### config.mk
export PLATFORM = sky130hd
export DESIGN_NAME = hazard_scoreboard
export DESIGN_NICKNAME = d
export VERILOG_FILES = /design/src/rtl/hazard_scoreboard.sv
export SDC_FILE = /design/constraint.sdc
export NUM_CORES = 1
export LEC_CHECK = 0
export ABC_AREA = 1
export CORE_MARGIN = 10
export CORE_UTILIZATION = 48
export CTS_CLUSTER_DIAMETER = 150
export DETAILED_ROUTE_END_ITERATION = 7
export PLACE_DENSITY_LB_ADDON = 0.3
export SLEW_MARGIN = 20
export SYNTH_ARGS = -nofsm -noshare
export SYNTH_HDL_FRONTEND = slang
export SYNTH_SLANG_ARGS = --single-unit
export TNS_END_PERCENT = 100
### constraint.sdc
create_clock -name clk -period 2.75 [get_ports clk]
set_clock_uncertainty 0.15 [all_clocks]
set_input_delay 0.55 -clock clk [delete_from_list [all_inputs] [get_ports clk]]
set_output_delay 0.55 -clock clk [all_outputs]
set_load 0.02 [all_outputs]
### src/rtl/hazard_scoreboard.sv
// Hazard scoreboard for the RV32I 5-stage pipeline.
// Tracks destinations in flight in EX/MEM/WB and produces the decode stall
// and the operand forwarding selects for the instruction sitting in ID.
module hazard_scoreboard #(
  parameter bit          FORWARD = 1'b1,
  parameter int unsigned CNT_W   = 16
) (
  input  logic             clk,
  input  logic             rst_n,
  input  logic             id_valid,
  input  logic [4:0]       id_written_reg,
  input  logic [4:0]       id_read_reg1,
  input  logic [4:0]       id_read_reg2,
  input  logic             id_is_load,
  input  logic             flush,
  input  logic             pipe_hold,
  output logic             stall,
  output logic [1:0]       fwd_sel1,
  output logic [1:0]       fwd_sel2,
  output logic [CNT_W-1:0] stall_count
);

  localparam int unsigned REG_W = 5;
  localparam int unsigned SEL_W = 2;

  localparam logic [SEL_W-1:0] SEL_RF  = 2'b00;
  localparam logic [SEL_W-1:0] SEL_EX  = 2'b01;
  localparam logic [SEL_W-1:0] SEL_MEM = 2'b10;
  localparam logic [SEL_W-1:0] SEL_WB  = 2'b11;

  typedef struct packed {
    logic             valid;
    logic [REG_W-1:0] rd;
    logic             is_load;
  } stage_t;

  localparam stage_t BUBBLE = '{valid: 1'b0, rd: '0, is_load: 1'b0};

  stage_t ex_q, mem_q, wb_q;
  stage_t ex_d;

  logic r1_ex, r1_mem, r1_wb;
  logic r2_ex, r2_mem, r2_wb;
  logic hazard;
  logic stall_c;
  logic [SEL_W-1:0] sel1_c, sel2_c;
  logic cnt_sat;

  // A source matches a stage only for a nonzero register held by a live entry.
  function automatic logic src_hit(input logic [REG_W-1:0] r, input stage_t s);
    return (r != '0) && s.valid && (s.rd == r);
  endfunction

  // Youngest producer wins when several stages hold the same destination.
  function automatic logic [SEL_W-1:0] pick_sel(input logic ex, input logic mem,
                                                input logic wb);
    logic [SEL_W-1:0] sel;
    sel = SEL_RF;
    if (ex)       sel = SEL_EX;
    else if (mem) sel = SEL_MEM;
    else if (wb)  sel = SEL_WB;
    return sel;
  endfunction

  // Source/stage match vectors against the registered in-flight entries.
  always_comb begin
    r1_ex  = src_hit(id_read_reg1, ex_q);
    r1_mem = src_hit(id_read_reg1, mem_q);
    r1_wb  = src_hit(id_read_reg1, wb_q);
    r2_ex  = src_hit(id_read_reg2, ex_q);
    r2_mem = src_hit(id_read_reg2, mem_q);
    r2_wb  = src_hit(id_read_reg2, wb_q);
  end

  // Stall and forwarding selects; zero-latency from the ID inputs.
  always_comb begin
    hazard = 1'b0;
    sel1_c = SEL_RF;
    sel2_c = SEL_RF;
    if (FORWARD) begin
      // Only a load in EX cannot be forwarded in time.
      hazard = (r1_ex | r2_ex) & ex_q.is_load;
      sel1_c = pick_sel(r1_ex, r1_mem, r1_wb);
      sel2_c = pick_sel(r2_ex, r2_mem, r2_wb);
    end else begin
      // Write-first regfile covers a WB producer; EX/MEM must drain.
      hazard = r1_ex | r2_ex | r1_mem | r2_mem;
    end
    stall_c = id_valid & hazard;
    if (!id_valid) begin
      sel1_c = SEL_RF;
      sel2_c = SEL_RF;
    end
  end

  assign stall    = stall_c;
  assign fwd_sel1 = sel1_c;
  assign fwd_sel2 = sel2_c;

  // Entry captured into EX: killed by flush or stall, x0 writers untracked.
  always_comb begin
    ex_d = BUBBLE;
    if (id_valid && !stall_c && !flush && (id_written_reg != '0)) begin
      ex_d.valid   = 1'b1;
      ex_d.rd      = id_written_reg;
      ex_d.is_load = id_is_load;
    end
  end

  assign cnt_sat = (stall_count == {CNT_W{1'b1}});

  // Pipeline advance of the in-flight entries; frozen while pipe_hold.
  always_ff @(posedge clk or negedge rst_n) begin
    if (!rst_n) begin
      ex_q  <= BUBBLE;
      mem_q <= BUBBLE;
      wb_q  <= BUBBLE;
    end else if (!pipe_hold) begin
      ex_q  <= ex_d;
      mem_q <= ex_q;
      wb_q  <= mem_q;
    end
  end

  // Saturating count of advancing cycles lost to a hazard stall.
  always_ff @(posedge clk or negedge rst_n) begin
    if (!rst_n) begin
      stall_count <= '0;
    end else if (!pipe_hold && stall_c && !flush && !cnt_sat) begin
      stall_count <= stall_count + CNT_W'(1);
    end
  end

endmodule

==> metrics.md, run 1 <==
| Metric | Value |
|---|---|
| Outcome | `finished clean` |
| Prevailing post-synth register cell | `dfrtp_1` |
| TritonCTS clock tree | `yes` |
| Worst VDD drop | `0.282 mV` |
| RSZ-0062 raised after global routing | `no` |
| Seq/Total Area, Yosys | `40.5%` |
| Worst path required time | `2.05 ns` |
| H-tree Lvls | `2` |
| Hpwl dp | `4280 µm` |
| Max-Cap Viols | `0` |
| Number of antenna diodes | `0` |
| Root buffer cell | `clkbuf_8` |
| Worst path depth | `10` |
| WL final | `5490 µm` |
| Vias post-DR | `2108` |
| Worst Path Buf+Inv | `4` |
| WS Path Type | `in -> out` |
| FILL cells | `388` |
| Routability cong. | `0.958` |
| Worst Setup End Kind | `output port` |
| Post-synthesis cell type count | `29` |
| 1st-pass router iterations | `4` |
| Crit-path cells | `dlygate4sd2_1 > nor2_1 > nand2_1 > nor2_2 > inv_1 > buf_4 > nand3_1 > nand2_1 > a21oi_1 > buf_4` |
| Initial antenna violation count | `0` |
| CP Launch Type | `input port` |
| Crit-path max FO | `5` |
| Sequential Area | `876 µm²` |
| First-pass GRT wire length | `9560 µm` |
| Min Tclk post-route | `2.48 ns` |
| Largest cells by area after synthesis | `dfrtp_1 40%, nand2_1 17%, inv_1 7.5%, nor2_1 6.1%, o21ai_0 3.2%` |
| Tot GR Track Use | `15.2%` |
| Syn_nets | `331` |
| Crit path DAT | `1.78 ns` |
| Most common cell in the netlist | `nand2_1` |
| Worst hold path type | `reg -> reg` |
| R2R cell count | `11` |
| Number of vias per cell | `5.03` |
| RR Endpoint | `stall_count[5]` |
| Pwr Density | `401 nW/µm²` |
| Area occupied by multi-input gates | `1100 µm²` |
| Longest Clk Path Bufs | `2` |
| IO Port Bufs | `41` |
| YS warnings | `0` |
| Drt wl/cell | `13.1 µm` |
| Worst Max-Slew Pin Slew | `0.447 ns` |
| Reg-to-reg startpoint | `stall_count[0]` |
| Nets | `388` |
| Dpl ws | `-0.445 ns` |
| Final hold vios | `0` |
| Met3 wire len | `378 µm` |
| Die ar. | `7600 µm²` |
| Post-synth EDFFs | `0` |
| Layout cells sized above 1 | `12.5%` |
| Syn_area_per_cell | `7.01 µm²` |
| Peak per-stage delay on the critical path | `0.30 ns` |
| Final setup vio count | `0` |
| Post-synthesis register bit count | `35` |
| Yosys top cell area share | `40.5%` |
| Metal-1 WL | `2550 µm` |
| Fin util | `64.7%` |
| Vias in the first global route | `2124` |
| R2R setup slack | `0.76 ns` |
| IO Count | `42` |
| Clock transition at the registers of the reported paths | `0.06 ns` |
| Crit path from | `id_read_reg2[0]` |
| Final Cycle Share | `90.3%` |
| Worst setup path endpoint | `fwd_sel2[0]` |
| DRT iter0 DRCs | `90` |
| Post-route DRC | `0` |
| Max stage delay cell, worst path | `dlygate4sd2_1` |
| Post-route antenna net violation count | `0` |
| Max Fclk | `403 MHz` |
| Final std cells w/o fill | `419` |
| Clk sinks | `35` |
| DR top layer | `met4` |
| Largest net degree at the start of global routing | `36` |
| Final setup margin | `0.268 ns` |
| Synth top cells by count | `98 x nand2_1, 43 x inv_1, 35 x dfrtp_1, 35 x nor2_1, 14 x o21ai_0` |
| CTS buffer count | `5` |
| Initial Util | `49.7%` |
| Synthesized area | `2160 µm²` |
| Relative slew slack | `70.2%` |
| FP Rows | `24` |
| Core box area | `4350 µm²` |
| Die Y | `87.2 µm` |
| Total congestion overflow | `0` |
| Cell taking the most area after synthesis | `dfrtp_1` |
| Die width | `87.2 µm` |
| Delay-heaviest family, CP | `buffers and inverters` |
| Clk Latency, worst-skew pair | `0.28 ns` |
| Leakage | `0.00138 µW` |
| Placed insts | `411` |
| Post-synth ARST share | `100%` |
| Routed wl met2 | `2510 µm` |
| Max Transition Viols Final | `0` |
| Cells after Synth | `309` |
| Area grow syn2layout | `30.2%` |
-- final cells by class --
class	count	area share (%)
Inverter	50	6.66
Tap cell	52	2.31
Timing Repair Buffer	53	17.4
Multi-Input combinational cell	221	39.0
Clock buffer	8	3.55
Sequential cell	35	31.1
-- report_power, final --
group / leakage [µW] / total (µW) / internal [µW] / switching (µW)
combinational: 0.000858 / 164 / 70.0 / 94.0
sequential: 0.000474 / 560 / 536 / 23.5
clock: 0.0000515 / 407 / 229 / 178
-- worst min-delay path, stage by stage, from the launching register on --
cell,delay [ns]
dfrtp_1,0.38
nand2_1,0.05
o21ai_0,0.06
-- cell families after synthesis --
logic type / share of synthesized area [%]
and+or+nand+nor: 35.1
buffers and inverters: 9.54
AOI/OAI and AO/OA: 9.83
DFF: 40.5
xor gates and xnor gates: 4.45
adders and majority gates: 0.578
-- flip-flops by register name, summed over array words and instances, names as in the netlist --
name         count
stall_count     16
ex_q             7
wb_q             6
mem_q            6
-- placed cells by master (no fill, tap or decap) --
cell type | Yosys | routed
dlygate4sd2_1 | 0 | 5
buf_4 | 0 | 15
nor2_1 | 35 | 32
xnor2_1 | 5 | 5
clkbuf_8 | 0 | 7
nor3_2 | 2 | 4
o211ai_1 | 2 | 2
xor2_1 | 6 | 6
inv_2 | 5 | 6
nand2_4 | 1 | 1
ha_1 | 1 | 1
clkbuf_1 | 2 | 1
o21ai_1 | 3 | 3
nand4_4 | 1 | 1
clkinv_1 | 2 | 2
a21oi_1 | 8 | 8
o22ai_1 | 5 | 5
nand2_1 | 98 | 98
nand2_2 | 2 | 2
nand4_2 | 1 | 1
inv_1 | 43 | 42
dlymetal6s2s_1 | 0 | 5
o2111ai_1 | 4 | 4
o21ai_0 | 14 | 14
dfrtp_1 | 35 | 35
clkdlybuf4s50_1 | 0 | 26
nand3b_1 | 6 | 6
buf_2 | 0 | 2
nor3_1 | 8 | 6
nand3_1 | 11 | 11
or2_2 | 1 | 1
a31oi_1 | 1 | 1
nor2_2 | 3 | 6
nand4_1 | 3 | 3
-- timing repair --
action	in CTS	in global routing
setup buffers	0	0
pin swaps	0	2
endpoints found under the setup margin	5	5
hold endpoints to repair	0	0
gates resized for setup	28	11
hold buffers	0	0
-- how the worst min path moves through the flow --
stage | endpoint | cells past startpoint | startpoint
finish | wb_q[2] | 2 | wb_q[2]
detailed placement | wb_q[2] | 2 | wb_q[2]
CTS | wb_q[2] | 2 | wb_q[2]
floorplan | ex_q[0] | 0 | rst_n
global placement | wb_q[2] | 2 | wb_q[2]
global route | wb_q[2] | 2 | wb_q[2]
-- through the flow --
step	TNS [ns]	hold slack [ns]	area, µm²	power, µW
after floorplan	0	0.104	2160	647
after global placement	-2.07	0.356	2710	730
after detailed placement	-2.08	0.364	2710	733
after CTS	0	0.381	2800	1140
after global routing	0	0.400	2820	1190
final	0	0.375	2820	1130
-- routing by layer --
layer	global-route usage, %	vias up
met5	0	-
met4	4.64	0
met3	4.68	4
met2	24.1	42
met1	19.4	973
li1	-	1089
Note: power is estimated with default switching activity, not from simulation.
==> inputs of run 2 (changes only) <==
- SKIP_CTS_REPAIR_TIMING: default -> 1
==> run 2 against run 1 <==
  * Routed wire length rose by 0.98%
  * Largest cell class unchanged
  * Register-to-register slack is essentially flat
  * Clock power is 1% lower
  * Via count down 0.76%
==> metrics.md, run 2 (synthesized netlist as in run 1, its figures left out) <==
| Metric | Value |
|---|---|
| Outcome | `finished clean` |
| FILL cells | `384 (-1.0%)` |
| Final hold vios | `0 (unchanged)` |
| Area grow syn2layout | `31.2%` |
| Crit path DAT | `1.76 ns (-0.02 ns)` |
| WS Path Type | `in -> out` |
| IO Count | `42 (unchanged)` |
| Total congestion overflow | `0 (unchanged)` |
| Final setup margin | `0.289 ns (+0.0211 ns)` |
| Nets | `388 (unchanged)` |
| Worst path depth | `8 (-2)` |
| Die ar. | `7600 µm² (unchanged)` |
| Max Transition Viols Final | `0 (unchanged)` |
| TritonCTS clock tree | `yes` |
| Hold path depth | `2 (unchanged)` |
| H-tree Lvls | `2 (unchanged)` |
| Max stage delay cell, worst path | `xnor2_1` |
| Max-Cap Viols | `0 (unchanged)` |
| Commonest non-fill, non-tap cell in the layout | `nand2_1` |
| Max reg flops | `16 (unchanged)` |
| Core box area | `4350 µm² (unchanged)` |
| Worst VDD drop | `0.281 mV (-0.29%)` |
| Combinational Power Share | `14.7% (+0.2 points)` |
| Dpl ws | `-0.445 ns (unchanged)` |
| Tot Pwr | `1130 µW (-0.14%)` |
| Routability cong. | `0.958 (unchanged)` |
| Number of vias per cell | `4.99 (-0.76%)` |
| Worst Max-Slew Pin Slew | `0.439 ns (-0.00730 ns)` |
| Peak per-stage delay on the critical path | `0.18 ns (-0.12 ns)` |
| Relative slew slack | `70.7% (+0.49 points)` |
| Fin area | `2840 µm² (+0.75%)` |
| Leakage | `0.00142 µW (+2.7%)` |
| Sw power | `293 µW (-1.1%)` |
| Worst path required time | `2.05 ns (about the same)` |
| Final setup vio count | `0 (unchanged)` |
| Delay-heaviest family, CP | `buffers and inverters` |
| Commonest cells after routing, fill and taps aside | `98 x nand2_1, 42 x inv_1, 35 x dfrtp_1, 31 x nor2_1, 26 x clkdlybuf4s50_1` |
| Largest net degree at the start of global routing | `36 (unchanged)` |
| Worst hold path type | `reg -> reg` |
| Clock power share | `35.7% (-0.3 points)` |
| 1st-pass router iterations | `4 (unchanged)` |
| Max Fclk | `406 MHz (+0.86%)` |
| Longest Clk Path Bufs | `2 (unchanged)` |
| Layout cells sized above 1 | `12.8% (+0.27 points)` |
| Initial Util | `49.7% (unchanged)` |
| Post-route DRC | `0 (unchanged)` |
| Crit-path cells | `dlymetal6s2s_1 > buf_4 > xnor2_1 > o2111ai_1 > nor2_1 > nand2_1 > a21oi_1 > buf_4` |
| Pwr Density | `398 nW/µm² (-0.89%)` |
| Int Power | `836 µW (+0.22%)` |
| Clock transition at the registers of the reported paths | `0.06 ns (about the same)` |
| Sequential Power Share | `49.6% (about the same)` |
| WL final | `5540 µm (+0.98%)` |
| Vias post-DR | `2092 (-0.76%)` |
| Sw frac | `25.9% (-0.26 points)` |
| Worst Path Buf+Inv | `3 (-1)` |
| Clk sinks | `35 (unchanged)` |
| FP Rows | `24 (unchanged)` |
| Initial antenna violation count | `0 (unchanged)` |
| CP dominant cell by count | `buf_4` |
| Number of antenna diodes | `0 (unchanged)` |
| Regs by FF count | `stall_count (16), ex_q (7)` |
| Crit-path max FO | `4 (-1)` |
| DRT iter0 DRCs | `100 (+11%)` |
| Hpwl dp | `4280 µm (unchanged)` |
| Worst Setup End Kind | `output port` |
| Die width | `87.2 µm (unchanged)` |
| Drt wl/cell | `13.2 µm (+0.98%)` |
| Min Tclk post-route | `2.46 ns (-0.0211 ns)` |
| Area post-placement | `2710 µm² (unchanged)` |
| Final Cycle Share | `89.5% (-0.77 points)` |
| RSZ-0062 raised after global routing | `no` |
| Biggest register | `stall_count` |
| CP Launch Type | `input port` |
| Vias in the first global route | `2124 (unchanged)` |
| First-pass GRT wire length | `9540 µm (-0.22%)` |
| Root buffer cell | `clkbuf_8` |
| R2R cell count | `11 (unchanged)` |
| Clk Latency, worst-skew pair | `0.28 ns (about the same)` |
| Die Y | `87.2 µm (unchanged)` |
| Tot GR Track Use | `15.2% (-0.038 points)` |
| Post-route antenna net violation count | `0 (unchanged)` |
| CTS buffer count | `5 (unchanged)` |
| IO Port Bufs | `41 (unchanged)` |
==> run 2: changes by cell type in the layout (fill, tap and decap cells not counted), sizes merged <==
cell	delta
dlygate4sd2	-5
clkbuf	+2
dlymetal6s2s	+5
buf	-2
==> run 2: power by group through the flow <==
stage	clock (µW)	combinational (µW)	sequential [µW]
detailed placement	0	164	569
global route	439	189	562
finish	403	166	560
floorplan	0	84.7	562
CTS	416	165	559
global placement	0	162	568
==> run 2: worst register-to-register path: cells and delay by family (launching register included) <==
family,cells,cell delay (ns)
adder cells (fa/ha/maj),1,0.22
buffers and inverters,2,0.28
flip-flops,1,0.41
AND/OR/NAND/NOR,8,0.84
==> run 2: through the flow <==
stage / TNS, ns / util [%] / hold slack (ns) / std cells
floorplan: 0 / - / 0.104 / 309
global placement: -2.07 / 62.3 / 0.356 / 411
detailed placement: -2.08 / 62.3 / 0.364 / 411
CTS: -2.12 / 64.6 / 0.381 / 419
global route: 0 / 65.2 / 0.400 / 419
finish: 0 / 65.2 / 0.374 / 419
==> run 2: worst paths after layout <==
path                                  from               to  slack [ns]
max                        id_read_reg1[2]      fwd_sel1[0]        0.29
min                                wb_q[2]          wb_q[2]        0.37
max reg2reg                 stall_count[0]   stall_count[5]        0.76
min reg2reg                        wb_q[2]          wb_q[2]        0.37
max in group asynchronous            rst_n  stall_count[13]        1.61
min in group asynchronous            rst_n   stall_count[2]        0.53
==> run 2: per-layer routing <==
metal | up-vias | track usage, % | share of wire, % | routed length [µm]
met3 | 4 | 4.78 | 6.0 | 335
met4 | 0 | 4.64 | 0.74 | 41
met2 | 49 | 24.1 | 46 | 2530
met1 | 954 | 19.2 | 48 | 2630
met5 | - | 0 | 0 | 0
li1 | 1085 | - | - | -
==> run 2: layout make-up <==
cell class,count,area [µm²],share of cell area (%)
repair buffers,53,508,17.9
well taps,52,65.1,2.29
flip-flops and latches,35,876,30.9
clock buffers,8,100,3.53
multi-input cells,221,1100,38.8
inverters,50,188,6.61
==> inputs of run 3 (changes only) <==
- CORE_UTILIZATION: 48 -> 47
- clock period: 2.75 -> 2.2 ns (I/O delays scaled with it)
==> run 3 against run 2 <==
  * Largest power group unchanged
  * Global-route usage grew 0.48 points
  * Largest cell class unchanged
  * Routed wire length grew 6.0%
  * First-iteration DRC count shrank 11%
  * Highest routed layer unchanged
  * Critical path depth shrank 1
  * The flow now finishes with violations (negative setup slack)
  * Final area grew 7.7%
  * Critical path type is now reg -> out
  * Worst hold slack lost 0.00056 ns
  * Sequential share of layout area shrank 2.2 points
  * Non-clock buffer count grew 26
  * Core utilization grew 4.1 points
==> metrics.md, run 3 (synthesized netlist as in run 1, its figures left out) <==
| Metric | Value |
|---|---|
| FP Rows | `24 (unchanged)` |
| CTS buffer count | `5 (unchanged)` |
| Final std cells w/o fill | `445 (+6.2%)` |
| Leakage | `0.00153 µW (+8.0%)` |
| HP Start | `stall_count[9]` |
| Largest net degree at the start of global routing | `36 (unchanged)` |
| Hold path depth | `1 (-1)` |
| Max-Cap Viols | `0 (unchanged)` |
| Vias post-DR | `2245 (+7.3%)` |
| Commonest non-fill, non-tap cell in the layout | `nand2_1` |
| Layout cells sized above 1 | `21.9% (+9.1 points)` |
| RR Endpoint | `stall_count[6]` |
| Worst hold path type | `reg -> reg` |
| Area grow syn2layout | `41.3%` |
| Max stage delay cell, worst path | `dfrtp_1` |
| Max Transition Viols Final | `0 (unchanged)` |
| Final setup vio count | `4 (+4)` |
| Fin util | `69.3% (+4.1 points)` |
| Post-route DRC | `0 (unchanged)` |
| Worst Path Buf+Inv | `2 (-1)` |
| Crit-path cells | `inv_1 > nand2_1 > o2111ai_1 > nor3_1 > nand3_1 > a21oi_2 > buf_6` |
| Delay-heaviest family, CP | `simple AND/OR/NAND/NOR gates` |
| Max reg flops | `16 (unchanged)` |
| Commonest cells after routing, fill and taps aside | `97 x nand2_1, 39 x buf_4, 38 x inv_1, 34 x dfrtp_1, 32 x nor2_1` |
| Root buffer cell | `clkbuf_8` |
| Outcome | `finished with violations` |
| Worst VDD drop | `0.322 mV (+14%)` |
| Max Fclk | `446 MHz` |
| Worst path required time | `1.61 ns (-0.44 ns)` |
| Hold Path Sink | `stall_count[9]` |
| H-tree Lvls | `2 (unchanged)` |
| Die width | `87.9 µm (+0.81%)` |
| Worst Setup End Kind | `output port` |
| R2R cell count | `12 (+1)` |
| Tot GR Track Use | `15.7% (+0.48 points)` |
| Die Y | `87.9 µm (+0.81%)` |
| Vias in the first global route | `2175 (+2.4%)` |
| Min Tclk post-route | `2.24 ns` |
| Peak per-stage delay on the critical path | `0.41 ns (+0.23 ns)` |
| RSZ-0062 raised after global routing | `yes` |
| Clk Latency, worst-skew pair | `0.29 ns (about the same)` |
| IO Count | `42 (unchanged)` |
| CP Launch Type | `flip-flop` |
| WL final | `5880 µm (+6.0%)` |
| First-pass GRT wire length | `9800 µm (+2.7%)` |
| Nets | `414 (+6.7%)` |
| R2R setup slack | `0.29 ns (-0.47 ns)` |
| Clk sinks | `35 (unchanged)` |
| Final setup margin | `-0.0397 ns (-0.329 ns)` |
| Final hold vios | `0 (unchanged)` |
| WS Path Type | `reg -> out` |
| Total congestion overflow | `0 (unchanged)` |
| Biggest register | `stall_count` |
| Relative slew slack | `70.2% (-0.50 points)` |
| Initial antenna violation count | `0 (unchanged)` |
| Number of antenna diodes | `0 (unchanged)` |
| Final Cycle Share | `102%` |
| Regs by FF count | `stall_count (16), ex_q (7)` |
| Die ar. | `7720 µm² (+1.6%)` |
| Crit-path max FO | `4 (unchanged)` |
| Number of vias per cell | `5.04 (+1.0%)` |
| Clock transition at the registers of the reported paths | `0.07 ns (about the same)` |
| Crit path DAT | `1.65 ns (-0.11 ns)` |
| Drt wl/cell | `13.2 µm (-0.17%)` |
| Longest Clk Path Bufs | `2 (unchanged)` |
| Worst Max-Slew Pin Slew | `0.447 ns (+0.00744 ns)` |
| IO Port Bufs | `41 (unchanged)` |
| Sequential Area | `877 µm² (+0.14%)` |
| Initial Util | `49.0% (-0.68 points)` |
| Reg-to-reg startpoint | `ex_q[5]` |
| Core box area | `4410 µm² (+1.4%)` |
| Routability cong. | `0.884 (-7.7%)` |
| Placed insts | `433 (+5.4%)` |
| FILL cells | `374 (-2.6%)` |
| Setup TNS | `-0.0692 ns (-0.0692 ns)` |
| Failing checks | `negative setup slack` |
| 1st-pass router iterations | `4 (unchanged)` |
| Area occupied by multi-input gates | `1140 µm² (+3.3%)` |
| Hpwl dp | `4500 µm (+5.2%)` |
| DRT iter0 DRCs | `89 (-11%)` |
| TritonCTS clock tree | `yes` |
| Pwr Density | `462 nW/µm² (+16%)` |
| Post-route antenna net violation count | `0 (unchanged)` |
## run 3: cell count changes in the layout (fill, tap and decap cells not counted), sizes merged
cell	before	now
clkinv	2	3
buf	15	43
dlymetal6s2s	10	8
clkbuf	10	9
## run 3: report_power, final
group	switching [µW]	total (µW)	leakage [µW]	internal, µW
combinational	134	262	0.00102	128
sequential	28.2	699	0.000472	670
clock	231	453	0.0000422	222
total	394	1410	0.00153	1020
## run 3: final cells by class
cell class	count	share of cell area, %
clock inverter	1	0.164
inverter	50	6.14
clock buffer	7	2.50
timing repair buffer	79	23.2
tap	52	2.13
multi-input combinational	221	37.2
sequential	35	28.7
## run 3: worst max-delay path by stage
stage,end,startpoint,depth (start not counted)
global placement,fwd_sel2[0],id_read_reg2[0],10
CTS,fwd_sel2[0],id_read_reg2[0],10
finish,fwd_sel1[1],mem_q[3],7
floorplan,fwd_sel2[0],id_read_reg2[2],6
global route,fwd_sel1[0],wb_q[5],7
detailed placement,fwd_sel2[0],id_read_reg2[0],10
## run 3: metal layers
metal	global-route usage, %	share of wire (%)	vias up
li1	-	-	1140
met1	19.6	43	1024
met2	24.7	47	72
met3	5.29	8.2	9
met4	5.22	1.6	0
met5	0	0	-
## run 3: through the flow
step | total power, µW | hold WS [ns] | setup slack, ns | instance area (µm²)
floorplan | 809 | -0.00559 | 0.256 | 2160
global placement | 950 | 0.361 | -0.765 | 2880
detailed placement | 954 | 0.361 | -0.782 | 2880
CTS | 1410 | 0.375 | -0.794 | 2960
global route | 1490 | 0.401 | -0.188 | 3060
finish | 1410 | 0.374 | -0.0397 | 3060
